==> src/rtl/pipeline_pkg.sv <==
// Shared types for the 8-bit pipeline back end.
// Carries the MEM/WB bundle layout and the memory handshake states.
package pipeline_pkg;

  localparam int DW = 8;
  localparam int RW = 2;

  typedef enum logic {
    IDLE = 1'b0,
    WAIT = 1'b1
  } mem_state_e;

  typedef struct packed {
    logic [DW-1:0] data;
    logic [RW-1:0] ra;
    logic          reg_en;
  } mem_wb_t;

  localparam mem_wb_t MEM_WB_BUBBLE = '0;

  function automatic logic is_mem_op(
    input logic wr_en,
    input logic wb_sel
  );
    return wr_en | wb_sel;
  endfunction

endpackage

==> src/rtl/pipeline_mem_wb_reg.sv <==
// MEM/WB pipeline register with synchronous reset and bubble insert.
// Also driven by the hazard unit's flush path.
module mem_wb_reg
  import pipeline_pkg::*;
(
  input  logic    clk,
  input  logic    rst,
  input  logic    i_bubble,
  input  mem_wb_t i_d,
  output mem_wb_t o_q
);

  mem_wb_t r_q;

  always_ff @(posedge clk) begin
    if (rst) begin
      r_q <= MEM_WB_BUBBLE;
    end else if (i_bubble) begin
      r_q <= MEM_WB_BUBBLE;
    end else begin
      r_q <= i_d;
    end
  end

  assign o_q = r_q;

endmodule

==> src/rtl/pipeline_mem.sv <==
// Memory stage: data-memory req/ack handshake, upstream stall,
// bounded wait with sticky bus error, and the MEM/WB register.
module pipeline_mem
  import pipeline_pkg::*;
#(
  parameter int TIMEOUT = 15
) (
  input  logic          clk,
  input  logic          rst,
  input  logic [DW-1:0] ALU,
  input  logic [RW-1:0] ra,
  input  logic [DW-1:0] ea,
  input  logic          mem_wr_en,
  input  logic          mem_imm_sel,
  input  logic          wb_wb_sel,
  input  logic          wb_reg_en,
  output logic          dmem_req,
  output logic          dmem_we,
  output logic [DW-1:0] dmem_addr,
  output logic [DW-1:0] dmem_wdata,
  input  logic [DW-1:0] dmem_rdata,
  input  logic          dmem_ack,
  output logic          stall_out,
  output logic [DW-1:0] wb_data_out,
  output logic [RW-1:0] ra_out,
  output logic          wb_reg_en_out,
  output logic          bus_err_out
);

  localparam logic [7:0] CNT_LAST = 8'(TIMEOUT - 1);

  mem_state_e r_state;
  logic [7:0] r_cnt;
  logic       r_bus_err;

  logic          w_mem_op;
  logic          w_in_wait;
  logic          w_timeout;
  logic          w_done;
  logic          w_load;
  logic [DW-1:0] w_rdata;
  logic [DW-1:0] w_wb_data;
  mem_wb_t       w_mem_wb_d;
  mem_wb_t       w_mem_wb_q;

  assign w_mem_op  = is_mem_op(mem_wr_en, wb_wb_sel);
  assign w_in_wait = (r_state == WAIT);
  assign w_timeout = w_in_wait & (r_cnt == CNT_LAST);
  assign w_done    = dmem_ack | w_timeout;

  assign dmem_req   = ~rst & (w_in_wait | w_mem_op);
  assign dmem_we    = mem_wr_en;
  assign dmem_addr  = mem_imm_sel ? ea : ALU;
  assign dmem_wdata = mem_imm_sel ? ALU : ea;
  assign stall_out  = dmem_req & ~w_done;

  // A timed-out load returns zero rather than whatever is on the bus.
  assign w_load    = wb_wb_sel & ~mem_wr_en;
  assign w_rdata   = dmem_ack ? dmem_rdata : '0;
  assign w_wb_data = w_load ? w_rdata : ALU;

  assign w_mem_wb_d = '{
    data:   w_wb_data,
    ra:     ra,
    reg_en: wb_reg_en
  };

  always_ff @(posedge clk) begin
    if (rst) begin
      r_state   <= IDLE;
      r_cnt     <= '0;
      r_bus_err <= 1'b0;
    end else begin
      unique case (r_state)
        IDLE: begin
          r_cnt <= '0;
          if (w_mem_op & ~dmem_ack) begin
            r_state <= WAIT;
          end
        end
        WAIT: begin
          if (w_done) begin
            r_state <= IDLE;
            r_cnt   <= '0;
            if (w_timeout & ~dmem_ack) begin
              r_bus_err <= 1'b1;
            end
          end else begin
            r_cnt <= r_cnt + 8'd1;
          end
        end
        default: begin
          r_state <= IDLE;
          r_cnt   <= '0;
        end
      endcase
    end
  end

  mem_wb_reg u_mem_wb (
    .clk      (clk),
    .rst      (rst),
    .i_bubble (stall_out),
    .i_d      (w_mem_wb_d),
    .o_q      (w_mem_wb_q)
  );

  assign wb_data_out   = w_mem_wb_q.data;
  assign ra_out        = w_mem_wb_q.ra;
  assign wb_reg_en_out = w_mem_wb_q.reg_en;
  assign bus_err_out   = r_bus_err;

endmodule

==> config.mk <==
export PLATFORM = sky130hd
export DESIGN_NAME = pipeline_mem
export DESIGN_NICKNAME = d
export VERILOG_FILES = /design/src/rtl/pipeline_pkg.sv /design/src/rtl/pipeline_mem_wb_reg.sv /design/src/rtl/pipeline_mem.sv
export SDC_FILE = /design/constraint.sdc
export NUM_CORES = 1
export LEC_CHECK = 0
export CAP_MARGIN = 10
export CORE_UTILIZATION = 41
export DETAILED_ROUTE_END_ITERATION = 10
export MAX_ROUTING_LAYER = met4
export PLACE_DENSITY = 0.86
export SLEW_MARGIN = 40
export SYNTH_ARGS = -nofsm -noshare
export SYNTH_HDL_FRONTEND = slang
export SYNTH_SLANG_ARGS = --single-unit
export TNS_END_PERCENT = 10
==> constraint.sdc <==
create_clock -name clk -period 3.76 [get_ports clk]
set_clock_uncertainty 0.05 [all_clocks]
set_input_delay 0.564 -clock clk [delete_from_list [all_inputs] [get_ports clk]]
set_output_delay 0.564 -clock clk [all_outputs]
set_load 0.05 [all_outputs]
==> metrics.yaml, run 1 <==
status: "finished, final reports clean"
dieWidth_um: 55.2
vdd_ir_drop_max_mv: 0.330
crit_type: "input port to output pin"
vias_per_cell: 5.51
avgSynthCellArea_um2: 10.6
cp-start-kind: "input port"
synth-simple-area-share: 0.271
crit_path_top_delay_cell: "clkdlybuf4s50_1"
fill_cells: 212
p_per_area_mw_per_mm2: 300
syn_nets: 145
io_pins: 64
areaGrowthSynthToFinish_pct: 58.9
start_util: 0.453
cp_cell_sequence: "clkdlybuf4s50_1 -> mux2_2 -> clkdlybuf4s50_1"
clk_pin_slew_worst_paths_ps: 110
fin_area_mm2: 0.00185
drive_above_1_share: 0.221
fp-row-count: 18
cts_tree: "done"
gp_congestion: 0.818
grt_pass1_wl_mm: 5.34
crit_path_end_kind: "output pin"
ys_ff_latch: 21
clk_latency_ps: 300
max_freq_mhz: 311
synth.area.top_cells: "dfxtp_1 36%, mux2_2 16%, and4b_1 6.9%"
worstPathMaxFanout: 16
die_area_mm2: 0.00305
cts_resized: 0
cp.required_ps: 3150
antenna_found_initial: 0
setup_viol: 0
root_buffer: "clkbuf_4"
fin_ws_ps: 545
grt_pass1_vias: 1085
crit_family: "buffers and inverters"
routed_wirelength_mm: 3.26
synthAdderAreaFrac: 0.0215
drt_iter0_markers: 13
layout.nets: 208
synth_top_area_frac: 0.362
hold_path_class: "flop to flop"
cts_setup_buffers: 0
synth-warning-count: 0
holdWs_ps: 453
maxCapViolations: 0
finalHoldViolCount: 0
cts_sinks: 21
synth_area_mm2: 0.00116
power_leakage_nw: 0.686
grt_max_degree: 17
yosys.cell_types.count: 31
placed_area_mm2: 0.00182
vias: 1114
path_buf_inv: 2
synth_top_family_by_area: "simple AND/OR/NAND/NOR gates"
slowest_delay_ps: 890
drtPass1Iterations: 4
grt_setup_unrepaired: "false"
routedWlPerCell_um: 16.1
portBuffers: 63
fin_crit_sh: 0.855
cts_buffers: 3
reg2reg_slack_ps: 1820
cp.arrival_ps: 2600
clk_path_buf_depth: 2
die_h_um: 55.2
multi_input_area_um2: 692
tightest_slew_ps: 658
diodes: 0
synth_compound_area_frac: 0.125
overflow: 0
yosys.area.top_type: "dfxtp_1"
hpwlAfterDp_mm: 2.66
cts_htree_levels: 1
final_antenna_net_count: 0
synth-xor-area-share: 0.0226
finalSetupTns_ps: 0
gr-usage-all-layers: 0.226
cts_hold_buf: 0
slew_violations: 0
place_ws_ps: 555
synth_mux_area_frac: 0.155
drc: 0
cp_common_cell: "clkdlybuf4s50_1"
core-area_mm2: 0.00257
synthCells: 110
seqCellArea_um2: 420
relSlewSlack: 0.560
fin_crit_ps: 3220
ys_seq_area_frac: 0.362
[worst paths after layout]
| path | start | endpoint | cells after the start |
|---|---|---|---|
| setup / recovery | mem_imm_sel | dmem_wdata[1] | 3 |
| hold / removal | bus_err_out | bus_err_out | 2 |
| setup reg to reg | r_cnt[0] | u_mem_wb.o_q[1] | 6 |
| hold reg to reg | bus_err_out | bus_err_out | 2 |
[state kept, by name (all words and copies together), names as in the netlist]
signal and cells:
bus_err_out 1, r_cnt 8, r_state 1, u_mem_wb.o_q 11
[stage by stage]
stage / instances / utilization / power, mW
after floorplan: 110 / - / 0.363
after global placement: 197 / 0.705 / 0.447
after detailed placement: 198 / 0.709 / 0.453
after global routing: 202 / 0.719 / 0.575
final: 202 / 0.719 / 0.554
after CTS: 202 / 0.719 / 0.556
[final cells by class]
| cell class | count | area share |
|---|---|---|
| clock buffers | 4 | 0.0142 |
| inverters | 3 | 0.00610 |
| flip-flops and latches | 21 | 0.228 |
| repair buffers | 65 | 0.357 |
| multi-input cells | 79 | 0.375 |
| well taps | 30 | 0.0203 |
[synthesized netlist by cell type]
| library cell | instances |
|---|---|
| nor4b_4 | 1 |
| buf_4 | 1 |
| nor3b_2 | 1 |
| inv_1 | 3 |
| mux2_2 | 16 |
| nand2_1 | 2 |
| xnor2_1 | 1 |
| buf_2 | 1 |
| nor3b_1 | 2 |
| ha_1 | 2 |
| a2111oi_0 | 1 |
| xor2_1 | 2 |
| nor2_1 | 7 |
| nand3_1 | 4 |
| nor3_2 | 8 |
| nand2b_1 | 1 |
| nor3_1 | 1 |
| a21oi_1 | 8 |
| a21oi_2 | 3 |
| and4b_4 | 1 |
| dfxtp_1 | 21 |
| buf_1 | 1 |
| a2111o_4 | 1 |
| a2111oi_4 | 1 |
| and4b_1 | 8 |
| nand4_1 | 1 |
| buf_6 | 1 |
| or3_1 | 3 |
| clkbuf_1 | 3 |
| o21ai_0 | 3 |
| a31oi_1 | 1 |
[layer usage]
layer	wire, µm	track usage	part of all wire	vias to the layer above
li1	-	-	-	535
met1	1300	0.247	0.40	539
met2	1780	0.413	0.55	32
met3	99	0.0398	0.030	8
met4	85	0.0679	0.026	0
met5	0	-	0	-
[cells by family (layout without fill, tap and decap cells)]
| group | count (synthesis) | count (layout) |
|---|---|---|
| simple gates | 40 | 40 |
| flops | 21 | 21 |
| compound gates | 18 | 18 |
| mux | 16 | 16 |
| buf+inv | 10 | 72 |
| xor+xnor | 3 | 3 |
| fa+ha+maj | 2 | 2 |
[worst register-to-register path, cell delays in order, from the launching register on]
cell and delay (ps):
dfxtp_1 440, inv_1 90, ha_1 210, nor4b_4 150
a2111oi_4 600, buf_6 230, nor3b_1 60
[power by group]
group          internal, mW  leakage (nW)  switching, mW
combinational        0.0909         0.499          0.124
sequential            0.230         0.172        0.00306
clock                0.0413        0.0150         0.0646
[cells in the final DEF (no fill, tap or decap), types with 4 or more instances in the layout]
cell / instances
mux2_2: 16
a21oi_1: 8
clkdlybuf4s50_1: 62
nor2_1: 7
dfxtp_1: 21
and4b_1: 8
nand3_1: 4
nor3_2: 8
Power figures use the tool's default switching activity.
==> inputs of run 2 (changes only) <==
- ABC_AREA: not set -> 1
- PLACE_DENSITY: 0.86 -> 0.87
==> metrics.yaml, run 2 <==
root_buffer: "clkbuf_4"
cts_htree_levels: 1  # unchanged
slowest_delay_ps: 800  # -90 ps
final_cell_mix: "63 x clkdlybuf4s50_1, 27 x nor2_1, 22 x inv_1"
routed_wirelength_mm: 2.81  # -14%
cp.required_ps: 3150  # about the same
holdCritStartpoint: "bus_err_out"
wl_met2_mm: 1.46  # -18%
grt_max_degree: 33  # +16
worstPathMaxFanout: 3  # -13
placed_area_mm2: 0.00176  # -3.2%
vias_per_cell: 4.63  # -16%
rr_startpoint: "r_cnt[0]"
routed-wl-met3_um: 184  # +86%
clk_pin_slew_worst_paths_ps: 130  # +20 ps
setup_viol: 0  # unchanged
crit_path_end_kind: "output pin"
cts_setup_buffers: 0  # unchanged
grt_pass1_wl_mm: 4.63  # -13%
fin_crit_ps: 2970  # -247 ps
overflow: 0  # unchanged
maxCapViolations: 0  # unchanged
drt_iter0_markers: 18  # +5
ys.flop_type: "dfxtp_1"
yosys.cell_types.count: 23  # -26%
top_layer_used: "met4"
ff2ff_path_depth: 8  # +2
cp.arrival_ps: 2350  # -250 ps
crit_type: "input port to output pin"
drive_above_1_share: 0.130  # -0.0913
finalSetupTns_ps: 0  # unchanged
yosys.area.top_type: "dfxtp_1"
avgSynthCellArea_um2: 7.33  # -31%
areaGrowthSynthToFinish_pct: 57.5
vias: 1138  # +2.2%
final_antenna_net_count: 0  # unchanged
start_util: 0.446  # -0.00632
reg2reg_slack_ps: 2360  # +540 ps
synth_top_family_by_area: "simple AND/OR/NAND/NOR gates"
layout.nets: 252  # +21%
clk_latency_ps: 310  # about the same
tightest_slew_ps: 523  # -134 ps
cts_tree: "done"
die_h_um: 54.6  # -1.1%
p_per_area_mw_per_mm2: 310  # +3.5%
synth.most_common_cell: "nor2_1"
final_core_util: 0.703  # -0.0162
grt_setup_unrepaired: "false"
drtPass1Iterations: 4  # unchanged
whs_path_depth: 2  # unchanged
ys_seq_area_frac: 0.370  # +0.00836
cts_sinks: 21  # unchanged
vdd_ir_drop_max_mv: 0.258  # -22%
synth_enable_flop_cells: 0  # unchanged
portBuffers: 63  # unchanged
power_leakage_nw: 0.737  # +7.4%
synth_common_cells: "27 x nor2_1, 22 x inv_1, 21 x dfxtp_1, 18 x nand2_1"
status: "finished, final reports clean"
largest_reg_flops: 11  # unchanged
min_to: "bus_err_out"
routedWlPerCell_um: 11.4  # -29%
dieWidth_um: 54.6  # -1.1%
finalHoldViolCount: 0  # unchanged
r2r_end: "u_mem_wb.o_q[10]"
die_area_mm2: 0.00299  # -2.2%
wl_met1_mm: 1.15  # -11%
cts_resized: 0  # unchanged
synth_top_area_frac: 0.370  # +0.00836
crit_path_top_delay_cell: "clkdlybuf4s50_1"
synth_mux_area_frac: 0  # -0.155
synth-xor-area-share: 0.0308  # +0.00823
cp_common_cell: "clkdlybuf4s50_1"
io_pins: 64  # unchanged
cts_hold_buf: 0  # unchanged
layout_commonest_cell: "clkdlybuf4s50_1"
drc: 0  # unchanged
relSlewSlack: 0.650  # +0.0898
diodes: 0  # unchanged
slew_violations: 0  # unchanged
synthCells: 155  # +41%
fp-row-count: 18  # unchanged
antenna_found_initial: 0  # unchanged
cts_buffers: 3  # unchanged
core-area_mm2: 0.00254  # -0.88%
synth.area.top_cells: "dfxtp_1 37%, nor2_1 8.9%, inv_1 7.3%"
synthAdderAreaFrac: 0.0220  # +0.000498
gr-usage-all-layers: 0.222  # -0.00383
syn_nets: 190  # +31%
hpwlAfterDp_mm: 2.30  # -13%
fin_area_mm2: 0.00179  # -3.1%
grt_pass1_vias: 1197  # +10%
synth_area_mm2: 0.00114  # -2.3%
async_flop_share: 0  # unchanged
fin_crit_sh: 0.789  # -0.0658
fill_cells: 200  # -5.7%
power_mw: 0.555  # +0.24%
cp_cell_sequence: "clkdlybuf4s50_1 -> nor2_1 -> a21oi_4 -> nand3_4 -> inv_1 -> clkdlybuf4s50_1"
synth-simple-area-share: 0.319  # +0.0481
dpl.cell_count: 242  # +22%
fin_cells: 246  # +22%
synth-warning-count: 0  # unchanged
cp-start-kind: "input port"
ys_ff_latch: 21  # unchanged
clk_path_buf_depth: 2  # unchanged
synth_compound_area_frac: 0.132  # +0.00729
gp_congestion: 0.719  # -12%
max_freq_mhz: 337  # +8.3%
hold_path_class: "flop to flop"
[run 2: layout make-up]
| type | count | area [µm²] | share of cell area |
|---|---|---|---|
| timing repair buffer | 64 | 638 | 0.357 |
| multi-input combinational | 102 | 573 | 0.320 |
| sequential | 21 | 420 | 0.235 |
| inverter | 25 | 93.8 | 0.0524 |
| tap | 30 | 37.5 | 0.0210 |
| clock buffer | 4 | 26.3 | 0.0147 |
[run 2: kinds of logic after synthesis]
group / Yosys count
buffers and inverters: 32
AO/OA/AOI/OAI: 26
adder cells (fa/ha/maj): 2
flip-flops: 21
XOR/XNOR: 4
AND/OR/NAND/NOR: 70
[run 2: per-stage QoR]
stage	hold slack, ps	worst slack (ps)
floorplan	380	1290
global placement	385	837
detailed placement	404	781
CTS	422	784
global route	456	720
finish	421	792
[run 2: critical path, delay by kind of cell]
family / cells / cell delay (ps)
buffers and inverters: 3 / 1410
and+or+nand+nor: 2 / 210
AOI/OAI and AO/OA: 1 / 170
[run 2: worst max path at each step]
stage,endpoint,from
after detailed placement,stall_out,mem_wr_en
after CTS,stall_out,mem_wr_en
after floorplan,dmem_addr[0],mem_imm_sel
after global placement,stall_out,mem_wr_en
final,stall_out,mem_wr_en
after global routing,dmem_wdata[4],mem_imm_sel
[run 2: layer usage]
layer  vias to the layer above  GRT usage
met2                        45      0.398
met3                         4     0.0722
li1                        603          -
met4                         0     0.0598
met5                         -          -
met1                       486      0.229
[run 2: power by group]
part	internal [mW]	switching, mW	leakage (nW)	total, mW
sequential	0.230	0.00304	0.172	0.234
combinational	0.0819	0.129	0.550	0.211
clock	0.0414	0.0690	0.0150	0.110
==> inputs of run 3 (changes only) <==
- CORE_UTILIZATION: 41 -> 34
- PLACE_DENSITY: 0.87 -> 0.77
- clock period: 3.76 -> 2.4 ns (I/O delays scaled with it)
==> metrics.yaml, run 3 (same netlist as run 2, synthesis figures left out) <==
fin_crit_sh: 0.835
tightest_slew_ps: 529  # +6.15 ps
crit_path_end_kind: "output pin"
cp_cell_sequence: "clkdlybuf4s50_1 -> buf_4 -> nor2_1 -> a21oi_1 -> buf_12"
final_cell_mix: "44 x clkdlybuf4s50_1, 27 x nor2_1, 22 x inv_1"
clk_latency_ps: 300  # about the same
p_per_area_mw_per_mm2: 466  # +50%
worstPathMaxFanout: 32  # +29
startpoint: "mem_imm_sel"
slowest_delay_ps: 460  # -340 ps
setup_viol: 0  # unchanged
final_antenna_net_count: 0  # unchanged
layout.nets: 252  # unchanged
grt_pass1_wl_mm: 4.60  # -0.58%
vias: 1126  # -1.1%
diodes: 0  # unchanged
gr-usage-all-layers: 0.179  # -0.0429
holdCritStartpoint: "bus_err_out"
layout_commonest_cell: "clkdlybuf4s50_1"
grt_pass1_vias: 1087  # -9.2%
cp-start-kind: "input port"
cts_resized: 0  # unchanged
cp.arrival_ps: 1590  # -760 ps
whs_path_depth: 2  # unchanged
die_area_mm2: 0.00358  # +20%
fill_cells: 284  # +42%
crit_path_top_delay_cell: "clkdlybuf4s50_1"
io_pins: 64  # unchanged
vias_per_cell: 4.33  # -6.4%
die_h_um: 59.8  # +9.5%
dpl.cell_count: 256  # +5.8%
routed_wirelength_mm: 2.85  # +1.5%
vdd_ir_drop_max_mv: 0.348  # +35%
fp-row-count: 20  # +2
overflow: 0  # unchanged
crit_type: "input port to output pin"
areaGrowthSynthToFinish_pct: 74.8
reg2reg_slack_ps: 1010  # -1350 ps
maxCapViolations: 0  # unchanged
cts_setup_buffers: 0  # unchanged
core-area_mm2: 0.00310  # +22%
largest_reg_flops: 11  # unchanged
portBuffers: 63  # unchanged
placed_area_mm2: 0.00196  # +11%
cts_buffers: 3  # unchanged
drtPass1Iterations: 4  # unchanged
antenna_found_initial: 0  # unchanged
drc: 0  # unchanged
grt_setup_unrepaired: "false"
cp.required_ps: 1990  # -1160 ps
drive_above_1_share: 0.222  # +0.0926
min_to: "bus_err_out"
fin_cells: 260  # +5.7%
rr_startpoint: "r_cnt[0]"
finalHoldViolCount: 0  # unchanged
cts_htree_levels: 1  # unchanged
max_freq_mhz: 499
cts_hold_buf: 0  # unchanged
start_util: 0.366  # -0.0803
root_buffer: "clkbuf_4"
gp_congestion: 0.782  # +8.8%
ff2ff_path_depth: 8  # unchanged
clk_path_buf_depth: 2  # unchanged
hold_path_class: "flop to flop"
dieWidth_um: 59.8  # +9.5%
cts_sinks: 21  # unchanged
relSlewSlack: 0.646  # -0.00411
clk_pin_slew_worst_paths_ps: 120  # about the same
cts_tree: "done"
fin_crit_ps: 2000
finalSetupTns_ps: 0  # unchanged
routedWlPerCell_um: 11.0  # -3.9%
power_leakage_nw: 0.838  # +14%
fin_area_mm2: 0.00199  # +11%
slew_violations: 0  # unchanged
hpwlAfterDp_mm: 2.43  # +5.5%
status: "finished, final reports clean"
r2r_end: "u_mem_wb.o_q[5]"
drt_iter0_markers: 53  # +35
grt_max_degree: 33  # unchanged
[run 3: cell count changes in the layout (fill, tap and decap cells not counted), sizes merged]
cell           before  now
buf                 1   20
clkdlybuf4s50      63   44
clkbuf              4    3
clkinv              0    1
[run 3: metrics by stage]
stage / util / worst slack (ps) / power, mW / hold WS, ps
floorplan: - / 339 / 0.575 / 379
global placement: 0.631 / 432 / 0.765 / 388
detailed placement: 0.631 / 405 / 0.768 / 398
CTS: 0.640 / 402 / 0.940 / 417
global route: 0.640 / 290 / 0.975 / 429
finish: 0.640 / 396 / 0.925 / 411
[run 3: worst max path at each step]
stage               slack [ps]  cells past startpoint             to
floorplan                  340                      2   dmem_addr[0]
global placement           430                      6      stall_out
detailed placement         410                      5  dmem_wdata[4]
CTS                        400                      5  dmem_wdata[4]
global route               290                      5  dmem_wdata[4]
finish                     400                      5  dmem_wdata[4]
[run 3: per-layer routing]
layer / vias to the layer above / part of all wire / track usage
met3: 6 / 0.084 / 0.0801
met2: 46 / 0.46 / 0.292
li1: 598 / - / -
met4: 0 / 0.018 / 0.0399
met1: 476 / 0.44 / 0.200
met5: - / 0 / -
[run 3: area by class of cell]
cell class,count,area (µm²),area share
Clock buffer,3,22.5,0.0113
Clock inverter,1,5.00,0.00252
Inverter,25,93.8,0.0473
Multi-Input combinational cell,102,573,0.289
Sequential cell,21,420,0.212
Tap cell,44,55.1,0.0277
Timing Repair Buffer,64,816,0.411
[run 3: where the power goes]
part	leakage (nW)	total [mW]	internal, mW	switching (mW)
logic	0.649	0.392	0.176	0.216
registers	0.172	0.366	0.361	0.00465
clock network	0.0177	0.168	0.0621	0.106
[run 3: worst max-delay path: cells and delay by family]
family / cells / cell delay [ps]
and+or+nand+nor: 1 / 90
buffers and inverters: 3 / 910
AOI/OAI and AO/OA: 1 / 230
